`config.mk`:
```
export PLATFORM = sky130hd
export DESIGN_NAME = sync_fifo_param
export DESIGN_NICKNAME = d
export VERILOG_FILES = /design/src/rtl/sync_fifo_param.sv
export SDC_FILE = /design/constraint.sdc
export NUM_CORES = 1
export LEC_CHECK = 0
export ABC_AREA = 1
export BUFFER_PORTS_ARGS = -buffer_cell sky130_fd_sc_hd__buf_2
export CORE_MARGIN = 3
export CORE_UTILIZATION = 64
export DETAILED_ROUTE_END_ITERATION = 8
export PLACE_DENSITY = 0.89
export SLEW_MARGIN = 20
export SYNTH_ARGS = -nofsm -noshare
export SYNTH_HDL_FRONTEND = slang
export SYNTH_SLANG_ARGS = --single-unit
```
`constraint.sdc`:
```
create_clock -name clk -period 3.4 [get_ports clk]
set_input_delay 0 -clock clk [delete_from_list [all_inputs] [get_ports clk]]
set_output_delay 0 -clock clk [all_outputs]
set_load 0.1 [all_outputs]
```
`src/rtl/sync_fifo_param.sv`:
```
// Parametrised single-clock FIFO with optional first-word-fall-through
// read path, programmable almost-full/almost-empty levels and occupancy count.
module sync_fifo_param #(
  parameter int DATA_WIDTH = 16,
  parameter int DEPTH      = 8,
  parameter bit FWFT       = 1'b0,
  parameter int CNT_W      = $clog2(DEPTH + 1)
) (
  input  logic                  clk,
  input  logic                  rst,
  input  logic                  wr_en,
  input  logic [DATA_WIDTH-1:0] data_in,
  input  logic                  rd_en,
  input  logic [CNT_W-1:0]      af_thresh,
  input  logic [CNT_W-1:0]      ae_thresh,
  output logic [DATA_WIDTH-1:0] data_out,
  output logic                  wr_ack,
  output logic                  overflow,
  output logic                  underflow,
  output logic                  full,
  output logic                  empty,
  output logic                  almostfull,
  output logic                  almostempty,
  output logic [CNT_W-1:0]      count
);

  localparam int PTR_W = $clog2(DEPTH);
  localparam logic [PTR_W-1:0] LAST_PTR = PTR_W'(DEPTH - 1);
  localparam logic [CNT_W-1:0] FULL_CNT = CNT_W'(DEPTH);

  logic [DATA_WIDTH-1:0] mem [DEPTH];
  logic [PTR_W-1:0]      wr_ptr;
  logic [PTR_W-1:0]      rd_ptr;
  logic                  wr_acc;
  logic                  rd_acc;

  assign full        = (count == FULL_CNT);
  assign empty       = (count == '0);
  assign almostfull  = (count >= af_thresh);
  assign almostempty = (count <= ae_thresh);
  assign wr_acc      = wr_en & ~full;
  assign rd_acc      = rd_en & ~empty;

  always_ff @(posedge clk) begin
    if (rst) begin
      wr_ptr    <= '0;
      rd_ptr    <= '0;
      count     <= '0;
      wr_ack    <= 1'b0;
      overflow  <= 1'b0;
      underflow <= 1'b0;
    end else begin
      // explicit wrap keeps non-power-of-2 depths correct
      if (wr_acc)
        wr_ptr <= (wr_ptr == LAST_PTR) ? '0 : wr_ptr + PTR_W'(1);
      if (rd_acc)
        rd_ptr <= (rd_ptr == LAST_PTR) ? '0 : rd_ptr + PTR_W'(1);
      case ({wr_acc, rd_acc})
        2'b10:   count <= count + CNT_W'(1);
        2'b01:   count <= count - CNT_W'(1);
        default: count <= count;
      endcase
      wr_ack    <= wr_acc;
      overflow  <= wr_en & full;
      underflow <= rd_en & empty;
    end
  end

  always_ff @(posedge clk) begin
    if (!rst && wr_acc)
      mem[wr_ptr] <= data_in;
  end

  generate
    if (FWFT) begin : g_fwft
      assign data_out = mem[rd_ptr];
    end else begin : g_reg
      logic [DATA_WIDTH-1:0] rd_q;
      always_ff @(posedge clk) begin
        if (rst)
          rd_q <= '0;
        else if (rd_acc)
          rd_q <= mem[rd_ptr];
      end
      assign data_out = rd_q;
    end
  endgenerate

endmodule
```
== Word-level counts from Yosys, hierarchy flattened ==
Memory sizes are Yosys's and may differ from the RTL's. A register that Yosys moved wholly into a read port is not among the register bits.
Index checks and enable logic that the tools add are counted.
Cells by class
  reduce and logical (&&, ||, !) cells: 4
  magnitude comparators: 2
  add/sub/neg operators: 4
  bitwise logic cells: 6
  multiplexer cells: 5
  equality and inequality tests: 5
Operators by type and width (number)
  case mux 4 bit (2 select lines): 1
  adder 3 x 1 -> 3 bit (second input constant): 2
  == test 3 bit (second input constant): 2
  two-way mux 3 bit: 2
  adder 4 x 1 -> 4 bit (second input constant): 1
  bitwise AND 1 bit: 4
  == test 4 bit (second input constant): 1
  >= comparator 4 bit: 1
  <= comparator 4 bit: 1
  zero test 4 bit: 1
  subtractor 4 x 1 -> 4 bit (second input constant): 1
  == test 2 x 1 -> 1 bit (second input constant): 1
  == test 2 bit (second input constant): 1
  two-way mux 1 bit: 2
  inverter 1 bit: 2
  nonzero test 2 bit: 1
  logical AND 1 bit: 1
  zero test 1 bit: 1
Storage, ports and cells
  output and inout port bits: 27
  input bits: 28
  bits in writable memories: 128
  word-level logic and storage cells: 33
  memories kept: 1
  flip-flop bits (word level): 13
Memories
  mem: words 8, bits a word 16, rd ports 1, clocked after Yosys merged registers in 1, write ports 1, RTL line 31  | logic [DATA_WIDTH-1:0] mem [DEPTH];

== Depth between registers and ports, before layout ==
  depth in word-level cells: 6
  mapped depth: 15
  mapped depth without buffers: 14

== Worst setup path after synthesis ==
OpenSTA, ideal clock, no wires.
  path kind: reg2out
  start point: register count[0]
  end point: output port almostempty
  stages on the path, launching flop included: 5
  setup slack: 0.468 ns
  arrival time: 2.932 ns
  path through: dfxtp_1 inv_1 ha_1 nand2_1 o21ai_1
Between the ends
  word-level cells in the longest chain between the ends: 1
RTL lines
  start: declaration: RTL line 24  | output logic [CNT_W-1:0] count
  start signal: assignment: RTL line 59  | 2'b10: count <= count + CNT_W'(1);
  start signal: assignment: RTL line 60  | 2'b01: count <= count - CNT_W'(1);
  start signal: assignment: RTL line 61  | default: count <= count;
  <= comparator 4 bit: RTL line 40  | assign almostempty = (count <= ae_thresh);
  end: declaration: RTL line 23  | output logic almostempty,
No other way between the ends.

== Worst setup path in the final report ==
  start point: register count[3]
  end point: register count[2]
Between the ends
  word-level cells in the longest chain between the ends: 5
  elaborated cells between the ends (all ways): 10
  those cells by class: eq/ne: 3; mux: 1; bitwise: 4; reduce/logical: 2
RTL lines
  == test 4 bit / zero test 4 bit (equally long branches): RTL line 37, 38
  inverter 1 bit (on tied branches): RTL line 41, 42
  bitwise AND 1 bit (on tied branches): RTL line 41, 42
  == test 2 x 1 -> 1 bit / == test 2 bit (equally long branches): RTL line 58  | case ({wr_acc, rd_acc})
  case mux 4 bit (2 select lines) / nonzero test 2 bit (equally long branches)
Several ways; a longest one is shown, not always the timed one.
A chain may end at the register's enable or synchronous reset.

==> results by group <==
Logic synthesis
  • Seq cells post-synth: roughly 160
  • Synth Instances: roughly 690
  • Post-synth cell types: 23
  • Register area share after synthesis: 0.649
  • Syn_nets: 728
  • Mapped Area: roughly 6800 µm²
  • Synth warn: 0
  • Syn_area_per_cell: around 10 µm²

Final layout
  • Area taken by multi-input logic gates: about 1800 µm²
  • FF+latch area: ~4400 µm²
  • Commonest non-fill, non-tap cell in the layout: nand2_1
  • Layout cells sized above 1: 0.205
  • Final #Nets: about 800
  • Layout overhead on the synthesized area: 16.4%
  • Filler cells: about 570
  • Ant. Diodes: 0
  • Most frequent cells in the layout: nand2_1 (194), edfxtp_1 (128), nand3_1 (101), inv_1 (63), buf_2 (54)
  • Final Non-Filler Cells: 906
  • Final non-filler cell area: 7940 µm²

STA
  • Period utilization: 0.779
  • Relative slew slack: 0.342
  • Setup violations, final: 0
  • RSZ-0062 raised after global routing: false
  • Final Hold Viols: 0
  • Slew Viols, Final: 0
  • Slew @ Worst Pin: roughly 990 ps
  • Final setup TNS: 0 ps
  • Minimum clock period: between 2000 and 3000 ps
  • Max Fclk: ~0.38 GHz
  • Setup ws final: between 700 and 800 ps
  • Clock skew: 12.1 ps

Clock network
  • CTS root buf: clkbuf_8
  • Clk sinks: ~160
  • CTS tree: built
  • Clock Pin Slew Worst Setup and Hold Paths: 60 ps
  • Clk buf depth: 2
  • Post CTS Setup Buffer Count: 0
  • CTS resizes: 0
  • CTS Buf Count: 17
  • Worst skew pair latency: between 500 and 600 ps
  • CTS H-tree depth: 4

Min path
  • Hold Crit Class: input port to flop
  • Min-Delay Startpoint: data_in[7]
  • WHS Endpoint: mem[7][7]
  • Hold Path Stages: 2

Setup path
  • Critical R2R Launch: count[3]
  • Worst r2r path cells: 13
  • CP max FO: 23
  • Worst Path Arrival: 3090 ps
  • Critical Path, Cell by Cell: inv_1 > nand3_2 > nand2_2 > inv_4 > ha_1 > nand2_1 > inv_1 > nor2_1 > ha_1 > a21oi_1 > xnor2_1 > o21ai_1 > inv_1
  • CP bufs+invs: 4
  • RR Endpoint: count[2]
  • Worst setup EP type: flop
  • Critical path required time: around 3800 ps
  • Most common cell on crit path: inv_1
  • Type of the worst setup path: flop to flop
  • Slowest cell on the critical path: dfxtp_1
  • Top delay family on crit path: buffers and inverters
  • Crit. path cell count: 13
  • CP Launch Type: flop
  • Crit path largest cell delay: around 480 ps
  • Worst reg2reg setup slack: around 750 ps

Drt
  • Drt drc: 0
  • Pre-Repair DR Iteration Count: 6
  • DR iter-0 viols: around 690
  • Vias post-DR: between 5k and 6k
  • Via density: 5.96
  • Antenna-violating nets left: 0
  • Wirelength per Cell: 19.2 µm
  • Routed WL: roughly 17,000 µm

Global routing
  • Wire length of the first global-routing pass: 26,900 µm
  • Largest net degree at the start of global routing: between 60 and 70
  • Vias in the first global route: 5,315
  • Antenna violations before repair: 0
  • GRT Total Usage: 0.306
  • Overflow after GRT: 0

Placement
  • Post-DP HPWL: 9170 µm
  • RD Place Congestion: 0.818
  • Placed Area: roughly 7000 µm²
  • DP Cell Count: 856
  • Port-buffer cells: 54
  • Dpl ws: 839 ps

Die
  • Initial Util: 0.660
  • Rows: 37
  • I/O pin cnt: between 50 and 60
  • Die width: around 110 µm
  • Die height: 109 µm
  • Core area: 10,300 µm²
  • Die area: about 12,000 µm²

Power
  • Power Dens Cells: between 800 and 900 nW/µm²
  • Static Leakage: between 0.003 and 0.004 µW
  • Worst vdd ir: 0.872 mV
  • Total chip power: 6790 µW

Status
  • Status: completed

Flow run
  • Maxcap violations: 0
==> how the worst max path moves through the flow <==
| stage | from | endpoint | slack (ps) |
|---|---|---|---|
| after floorplan | count[0] | almostempty | 470 |
| after global placement | count[1] | count[2] | 1120 |
| after detailed placement | count[3] | count[2] | 840 |
| after CTS | count[3] | count[2] | 850 |
| after global routing | count[3] | count[2] | 540 |
| final | count[3] | count[2] | 750 |
==> power by group <==
part,switching [µW],internal [µW],leakage [µW]
Combinational,1960,530,0.00181
Sequential,179,2250,0.00139
Clock,746,1120,0.000279
==> what timing repair did <==
| action | CTS | global route |
|---|---|---|
| endpoints found under the hold margin | 150 | 0 |
| setup endpoints to repair | 0 | 0 |
| hold buffers | 19 | 0 |
==> final cells by class <==
class                           count  area share
Tap cell                          136      0.0214
Timing Repair Buffer               83      0.0675
Sequential cell                   157       0.558
Inverter                          123      0.0594
Multi-Input combinational cell    376       0.221
Clock buffer                       22      0.0597
Clock inverter                      9      0.0139
==> per-stage QoR <==
stage / hold slack [ps] / util
6_report: 264 / 0.769
5_1_grt: 278 / 0.769
4_1_cts: 254 / 0.769
3_5_place_dp: 263 / 0.694
3_3_place_gp: 262 / 0.694
2_1_floorplan: 98.9 / -
==> cell usage after synthesis <==
cell      instances  share of area
o21ai_0           2         0.0015
xnor2_1           2         0.0026
clkbuf_1          3         0.0017
o21ai_1          10         0.0073
nand4_1           1        0.00092
nand2_2           1        0.00092
a21oi_1          29          0.021
inv_4             1        0.00092
inv_2            54          0.030
buf_2            18          0.013
buf_6             3         0.0050
nor2_2            2         0.0018
buf_4             5         0.0055
nand3_2           1         0.0015
ha_1             15          0.028
dfxtp_1          29          0.085
o211ai_1          1         0.0011
clkinv_2          5         0.0037
inv_1            63          0.035
edfxtp_1        128           0.56
nor2_1           17         0.0094
nand2_1         194           0.11
nand3_1         101          0.074
==> registers in the layout (all words and copies together), names as in the netlist <==
name	count
wr_ack	1
mem	128
data_out	16
overflow	1
count	4
rd_ptr	3
underflow	1
wr_ptr	3
==> kinds of logic after synthesis <==
group / Yosys count / share of synthesized area
AND/OR/NAND/NOR: 317 / 0.195
flip-flops: 157 / 0.649
buffers and inverters: 152 / 0.0943
AO/OA/AOI/OAI: 42 / 0.0312
adder cells (fa/ha/maj): 15 / 0.0275
XOR/XNOR: 2 / 0.00257
==> layer usage <==
metal,routed length [µm],up-vias,track usage
li1,-,2362,-
met1,6000,2489,0.363
met2,8430,437,0.496
met3,2030,108,0.0811
met4,951,0,0.196
met5,0,-,0
(Power assumes the default switching activity.)
